File: config.mk
export PLATFORM = sky130hd
export DESIGN_NAME = arbitro_rr16
export DESIGN_NICKNAME = d
export VERILOG_FILES = /design/src/rtl/arbitro_rr16.sv
export SDC_FILE = /design/constraint.sdc
export NUM_CORES = 1
export LEC_CHECK = 0
export ABC_AREA = 0
export CORE_ASPECT_RATIO = 0.9
export CORE_MARGIN = 5
export CORE_UTILIZATION = 40
export DETAILED_ROUTE_END_ITERATION = 7
export DONT_BUFFER_PORTS = 1
export GPL_ROUTABILITY_DRIVEN = 1
export PLACE_DENSITY = 0.56
export SYNTH_ARGS = -nofsm -noshare
export SYNTH_HDL_FRONTEND = slang
export SYNTH_SLANG_ARGS = --single-unit
File: constraint.sdc
create_clock -name clock -period 4 [get_ports clock]
set_input_delay 0.8 -clock clock [delete_from_list [all_inputs] [get_ports clock]]
set_output_delay 0.8 -clock clock [all_outputs]
set_load 0.02 [all_outputs]
File: src/rtl/arbitro_rr16.sv
// Round-robin arbiter driving the select bus of a 16-way demux, with one-hot grant and busy flag.
// Optional forced release after TEMPO_MAX grant cycles when ARBITRO_TIMEOUT_EN is defined.
module arbitro_rr16 #(
  parameter int unsigned TEMPO_MAX = 15
) (
  input  logic        clock,
  input  logic        reset,
  input  logic [15:0] pedido,
  input  logic        libera,
  output logic [3:0]  escolha,
  output logic [15:0] concessao,
  output logic        ativo,
  output logic        expirou
);

  typedef enum logic {StOcioso, StConcedido} estado_e;

  estado_e     estado_q, estado_d;
  logic [3:0]  ptr_q, ptr_d;
  logic [3:0]  escolha_q, escolha_d;
  logic [15:0] concessao_q, concessao_d;
  logic        ativo_q, ativo_d;
  logic [3:0]  vencedor;
  logic        tem_pedido;
  logic        liberar;
  logic        estouro;

  // Scan from ptr upward with wrap; descending loop so the lowest offset wins.
  always_comb begin
    vencedor   = ptr_q;
    tem_pedido = |pedido;
    for (int i = 15; i >= 0; i--) begin
      if (pedido[ptr_q + 4'(i)]) vencedor = ptr_q + 4'(i);
    end
  end

  assign liberar = libera | ~pedido[escolha_q];

`ifdef ARBITRO_TIMEOUT_EN
  logic [7:0] cont_q, cont_d;
  logic       expirou_q, expirou_d;

  assign estouro = (cont_q == 8'(TEMPO_MAX - 1));
  assign expirou = expirou_q;

  always_ff @(posedge clock or posedge reset) begin
    if (reset) begin
      cont_q    <= 8'd0;
      expirou_q <= 1'b0;
    end else begin
      cont_q    <= cont_d;
      expirou_q <= expirou_d;
    end
  end

  always_comb begin
    cont_d    = cont_q;
    expirou_d = 1'b0;
    if (estado_q == StOcioso) begin
      cont_d = 8'd0;
    end else begin
      cont_d = cont_q + 8'd1;
      // A simultaneous normal release takes precedence over the timeout pulse.
      if (estouro && !liberar) expirou_d = 1'b1;
    end
  end
`else
  logic unused_tempo;
  assign unused_tempo = (TEMPO_MAX == 0);
  assign estouro      = 1'b0;
  assign expirou      = 1'b0;
`endif

  always_comb begin
    estado_d    = estado_q;
    ptr_d       = ptr_q;
    escolha_d   = escolha_q;
    concessao_d = concessao_q;
    ativo_d     = ativo_q;
    case (estado_q)
      StOcioso: begin
        if (tem_pedido) begin
          concessao_d = 16'h0001 << vencedor;
          escolha_d   = vencedor;
          ativo_d     = 1'b1;
          estado_d    = StConcedido;
        end
      end
      StConcedido: begin
        if (liberar || estouro) begin
          concessao_d = 16'h0000;
          ativo_d     = 1'b0;
          ptr_d       = escolha_q + 4'd1;
          estado_d    = StOcioso;
        end
      end
      default: estado_d = StOcioso;
    endcase
  end

  always_ff @(posedge clock or posedge reset) begin
    if (reset) begin
      estado_q    <= StOcioso;
      ptr_q       <= 4'd0;
      escolha_q   <= 4'd0;
      concessao_q <= 16'h0000;
      ativo_q     <= 1'b0;
    end else begin
      estado_q    <= estado_d;
      ptr_q       <= ptr_d;
      escolha_q   <= escolha_d;
      concessao_q <= concessao_d;
      ativo_q     <= ativo_d;
    end
  end

  assign escolha   = escolha_q;
  assign concessao = concessao_q;
  assign ativo     = ativo_q;

endmodule

==> flow_summary.yaml, run 1 <==
final_layout:
  diodes: 0
  final_common_cell: "nand2_1"
  drive_gt1_frac: 0.2323
  nNetsFinal: 437
  mostFrequentLayoutCells: "nand2_1, buf_4, mux4_2, mux2i_1, dfrtp_1"
  syn_to_final_growth_pct: 9.916
placed_design:
  dp_hpwl_mm: 8.926
  port_buffers: 0
  gp_congestion: 0.9940
  place_ws_ns: 0.1427
synthesis:
  syn-instance-count: 399
  synth_ff_type: "dfrtp_1"
  synth_fp_nets: 426
  synth_edf_count: 0
  syn_area_per_cell_sq_um: 8.950
  synth_seq_cells: 26
  yosys_warnings: 0
  ys_seq_area_frac: 0.1822
  async_reset_ff_frac: 1.000
  ys_types: 67
  synth_area_sq_um: 3571
die:
  dieArea_sq_um: 10920
  initial_utilization: 0.4129
  placementRows: 32
  die_h_um: 99.64
  core_area_sq_um: 8648
  fp.dieW_um: 109.6
  io_pins: 41
outcome:
  status: "completed"
timing:
  slew_viol_final: 0
  hold_viol_final: 0
  fmax_mhz: 262.8
  period_needed_ns: 3.806
  setup_viol: 0
  setup_slack_ns: 0.1944
  fin_crit_sh: 0.9514
  fin_worst_skew_ns: 0.005057
  relSlewSlack: 0.2974
  worstMarginPinSlew_ns: 1.050
global_route:
  grt_max_degree: 27
  grt_pass1_wl_mm: 18.40
  grt_overflow: 0
  grt_pass1_vias: 3283
  grt_util_all_layers: 0.2146
  antenna_found_initial: 0
critical_path:
  worstPathRequired_ns: 4.19
  worstSetupStartpointType: "flop"
  end_kind: "flop"
  cp.arrival_ns: 3.99
  critPathKind: "flop to flop"
  cp_max_fo: 9
clock_tree:
  h-tree-depth: 1
  clock_latency_ns: 0.27
  cts_buffers: 3
  root_buffer: "clkbuf_8"
  cts_hold_buffers: 0
  cts_tree: "yes"
  cts.path.max_buffers: 2
  clock-sinks: 26
  clk_pin_slew_ns: 0.09
routing:
  ant_nets: 0
  viasPerCell: 6.367
  dr_total_vias: 3362
  wire_per_inst_um: 21.74
  drtIter0Drc: 338
  wl_mm: 11.48
  drtPass1Iterations: 5
  drc_errors: 0
hold_path:
  hold_class: "flop to flop"
job:
  max_cap_viol_count: 0
[registers in the layout (all words and copies together), names as in the netlist]
| register | count |
|---|---|
| escolha | 4 |
| estado_q | 1 |
| ptr_q | 4 |
| concessao | 16 |
| ativo | 1 |
[per-stage QoR]
stage / area [sq um] / setup TNS, ns / hold slack (ns) / util / instances
2_1_floorplan: 3582 / 0 / 0.4950 / - / 399
3_3_place_gp: 3805 / 0 / 0.5299 / 0.4400 / 522
3_5_place_dp: 3805 / 0 / 0.5332 / 0.4400 / 522
4_1_cts: 3876 / 0 / 0.5559 / 0.4482 / 526
5_1_grt: 3925 / -0.03843 / 0.5896 / 0.4538 / 528
6_report: 3925 / 0 / 0.5566 / 0.4538 / 528
[routing by layer]
layer  global-route usage  vias to the layer above  share of wire
met5                    0                        -              0
li1                     -                     1554              -
met2               0.3421                      144           0.46
met4              0.02685                        0          0.011
met3              0.03245                       11          0.072
met1               0.3156                     1653           0.45
[final cells by class]
cell class	count	area [sq um]
Inverter	14	52.55
Clock buffer	3	41.29
Clock inverter	1	30.03
Tap cell	119	148.9
Timing Repair Buffer	32	240.2
Sequential cell	26	650.6
Fill cell	875	4723
Multi-Input combinational cell	333	2761
[what timing repair did]
action	4_1_cts	5_1_grt
gates resized for setup	0	8
setup endpoints to repair	0	16
endpoints found under the hold margin	0	0
buffers inserted	0	2
[kinds of logic after synthesis]
family | synth area share
DFF | 0.1822
adders and majority gates | 0.02803
other | 0.001050
buffers and inverters | 0.05396
xor gates and xnor gates | 0.03854
AOI/OAI and AO/OA | 0.2116
and+or+nand+nor | 0.1759
muxes | 0.3087
[critical path, cell delays in order, from the launching register on]
cell       delay [ns]
dfrtp_1          0.36
inv_1            0.11
ha_1             0.42
buf_4            0.23
mux4_2           0.43
mux4_2           0.58
nand2b_4         0.19
or2_1            0.24
a2111oi_1        0.60
a211oi_4         0.09
nand2b_1         0.22
o31ai_1          0.26
[cell usage after synthesis, types with 3 or more instances]
master,instances,share of area
a21o_1,4,0.0084
a21oi_1,19,0.027
a31oi_1,3,0.0053
buf_2,6,0.0084
buf_6,4,0.013
clkbuf_1,12,0.013
dfrtp_1,26,0.18
ha_1,8,0.028
inv_1,13,0.014
mux2_2,17,0.054
mux2i_1,28,0.078
mux4_2,28,0.18
nand2_1,47,0.049
nand2b_1,7,0.012
nand3_1,16,0.022
nand3b_1,3,0.0063
nand4_1,5,0.0088
nor2_1,17,0.018
nor2b_1,5,0.0088
nor3_1,11,0.015
nor4_1,6,0.011
o211ai_1,3,0.0063
o21a_1,4,0.0084
o21ai_0,21,0.029
o221ai_1,3,0.0074
o31ai_1,19,0.040
or3_1,4,0.0070
xnor2_1,5,0.012
xor2_1,7,0.017
[worst paths after layout]
| check | from | end | slack [ns] | cells past startpoint |
|---|---|---|---|---|
| max | ptr_q[1] | concessao[0] | 0.19 | 11 |
| min | estado_q | estado_q | 0.56 | 2 |
| max reg2reg | ptr_q[1] | concessao[0] | 0.19 | 11 |
| min reg2reg | estado_q | estado_q | 0.56 | 2 |
| max in group asynchronous | reset | concessao[11] | 2.76 | 1 |
| min in group asynchronous | reset | ativo | 0.64 | 1 |
Power of run 1 is left out: the tool's default activity adds up to more than one toggle a clock period on the data nets, which glitch-free logic cannot reach.
==> inputs of run 2 (changes only) <==
- CORE_ASPECT_RATIO: 0.9 -> 2
==> run 2 against run 1 <==
Net effect: sequential cell count unchanged; core utilization up 0.10 points; clock skew shrank 0.0029 ns; setup slack gained 0.063 ns; wire length increased by 11%; via count increased by 3.4%; critical path depth unchanged; first-iteration DRC count decreased by 26%; non-clock buffer count shrank 1; global-route usage is 1.7 points higher; cell count decreased by 3.8%; largest cell class unchanged.
==> flow_summary.yaml, run 2 (same netlist as run 1, synthesis figures left out) <==
timing:
  slew_viol_final: 0
  fmax_mhz: 267.2
  period_needed_ns: 3.743
  tns_ns: 0
  fin_crit_sh: 0.9357
  relSlewSlack: 0.2679
  rsz0062_at_grt: "false"
  fin_worst_skew_ns: 0.002186
  hold_viol_final: 0
  worstMarginPinSlew_ns: 1.094
  setup_slack_ns: 0.2572
  setup_viol: 0
routing:
  drtIter0Drc: 249
  drtPass1Iterations: 5
  ant_nets: 0
  viasPerCell: 6.841
  drc_errors: 0
  wire_per_inst_um: 24.99
  wl_mm: 12.69
  dr_total_vias: 3475
job:
  max_cap_viol_count: 0
final_layout:
  final_common_cell: "nand2_1"
  drive_gt1_frac: 0.2328
  utilization: 0.4549
  syn_to_final_growth_pct: 10.93
  stdcell_area_sq_um: 3961
  diodes: 0
  mostFrequentLayoutCells: "nand2_1, buf_4, mux4_2"
  nNetsFinal: 436
  largest_reg_flops: 16
global_route:
  grt_pass1_wl_mm: 20.00
  grt_overflow: 0
  grt_pass1_vias: 3596
  grt_max_degree: 40
  antenna_found_initial: 0
  grt_util_all_layers: 0.2316
hold_path:
  hold_start: "estado_q"
  min_to: "estado_q"
  hold_class: "flop to flop"
  hold_depth: 2
clock_tree:
  h-tree-depth: 1
  root_buffer: "clkbuf_16"
  clk_pin_slew_ns: 0.06
  cts_tree: "yes"
  clock_latency_ns: 0.26
  cts_hold_buffers: 0
  cts.path.max_buffers: 2
  clock-sinks: 26
  cts_buffers: 3
die:
  io_pins: 41
  dieArea_sq_um: 11030
  die_h_um: 143.6
  placementRows: 48
  initial_utilization: 0.4101
  core_area_sq_um: 8708
  fp.dieW_um: 76.81
critical_path:
  worstSetupStartpointType: "flop"
  reg2reg_to: "concessao[15]"
  r2r-start: "ptr_q[0]"
  r2r_cells: 11
  worstPathRequired_ns: 4.17
  rrSetupSlack_ns: 0.26
  end_kind: "flop"
  cp.arrival_ns: 3.91
  cp_max_fo: 12
  critPathKind: "flop to flop"
placed_design:
  place_ws_ns: 0.03323
  placed_cell_area_sq_um: 3801
  dp_hpwl_mm: 10.14
  gp_congestion: 0.9606
  port_buffers: 0
outcome:
  status: "completed"
-- run 2: cell count changes in the layout (fill, tap and decap cells not counted), sizes merged --
cell | before | now
buf | 32 | 31
-- run 2: final cells by class --
type,count,area (sq um)
Sequential cell,26,650.6
Fill cell,834,4747
Inverter,14,52.55
Tap cell,100,125.1
Clock inverter,1,30.03
Timing Repair Buffer,31,245.2
Multi-Input combinational cell,333,2783
Clock buffer,3,75.07
-- run 2: repair_timing --
action / in CTS / in global routing
buffers inserted: 0 / 0
hold endpoints to repair: 0 / 0
setup endpoints to repair: 0 / 18
gates resized for setup: 0 / 11
-- run 2: per-stage QoR --
step	hold WS (ns)	instances
final	0.5757	508
after global routing	0.6473	508
after CTS	0.5748	508
after detailed placement	0.5600	504
after global placement	0.5489	504
after floorplan	0.4950	399
-- run 2: worst max-delay path by stage --
stage / from / to / slack, ns / depth (start not counted)
floorplan: ptr_q[1] / concessao[12] / 0.01 / 14
global placement: ptr_q[1] / concessao[12] / 0.1 / 11
detailed placement: ptr_q[1] / concessao[13] / 0.03 / 11
CTS: ptr_q[0] / concessao[15] / 0.02 / 11
global route: ptr_q[1] / concessao[5] / 0.02 / 12
finish: ptr_q[0] / concessao[15] / 0.26 / 11
-- run 2: worst max-delay path, cell delays in order (launching register included) --
cell      delay (ns)
dfrtp_1         0.39
clkinv_1        0.15
ha_4            0.36
buf_4           0.23
mux4_2          0.39
mux4_2          0.59
nand2b_4        0.19
or2_1           0.25
o31a_1          0.30
a22o_1          0.22
or2_4           0.31
o31ai_1         0.26
-- run 2: metal layers --
layer,wire (um),vias to the layer above,global-route usage
li1,-,1552,-
met1,4050,1714,0.2254
met2,6998,156,0.4294
met3,693,53,0.03011
met4,952,0,0.1825
met5,0,-,0
Power of run 2 is left out for the same reason.
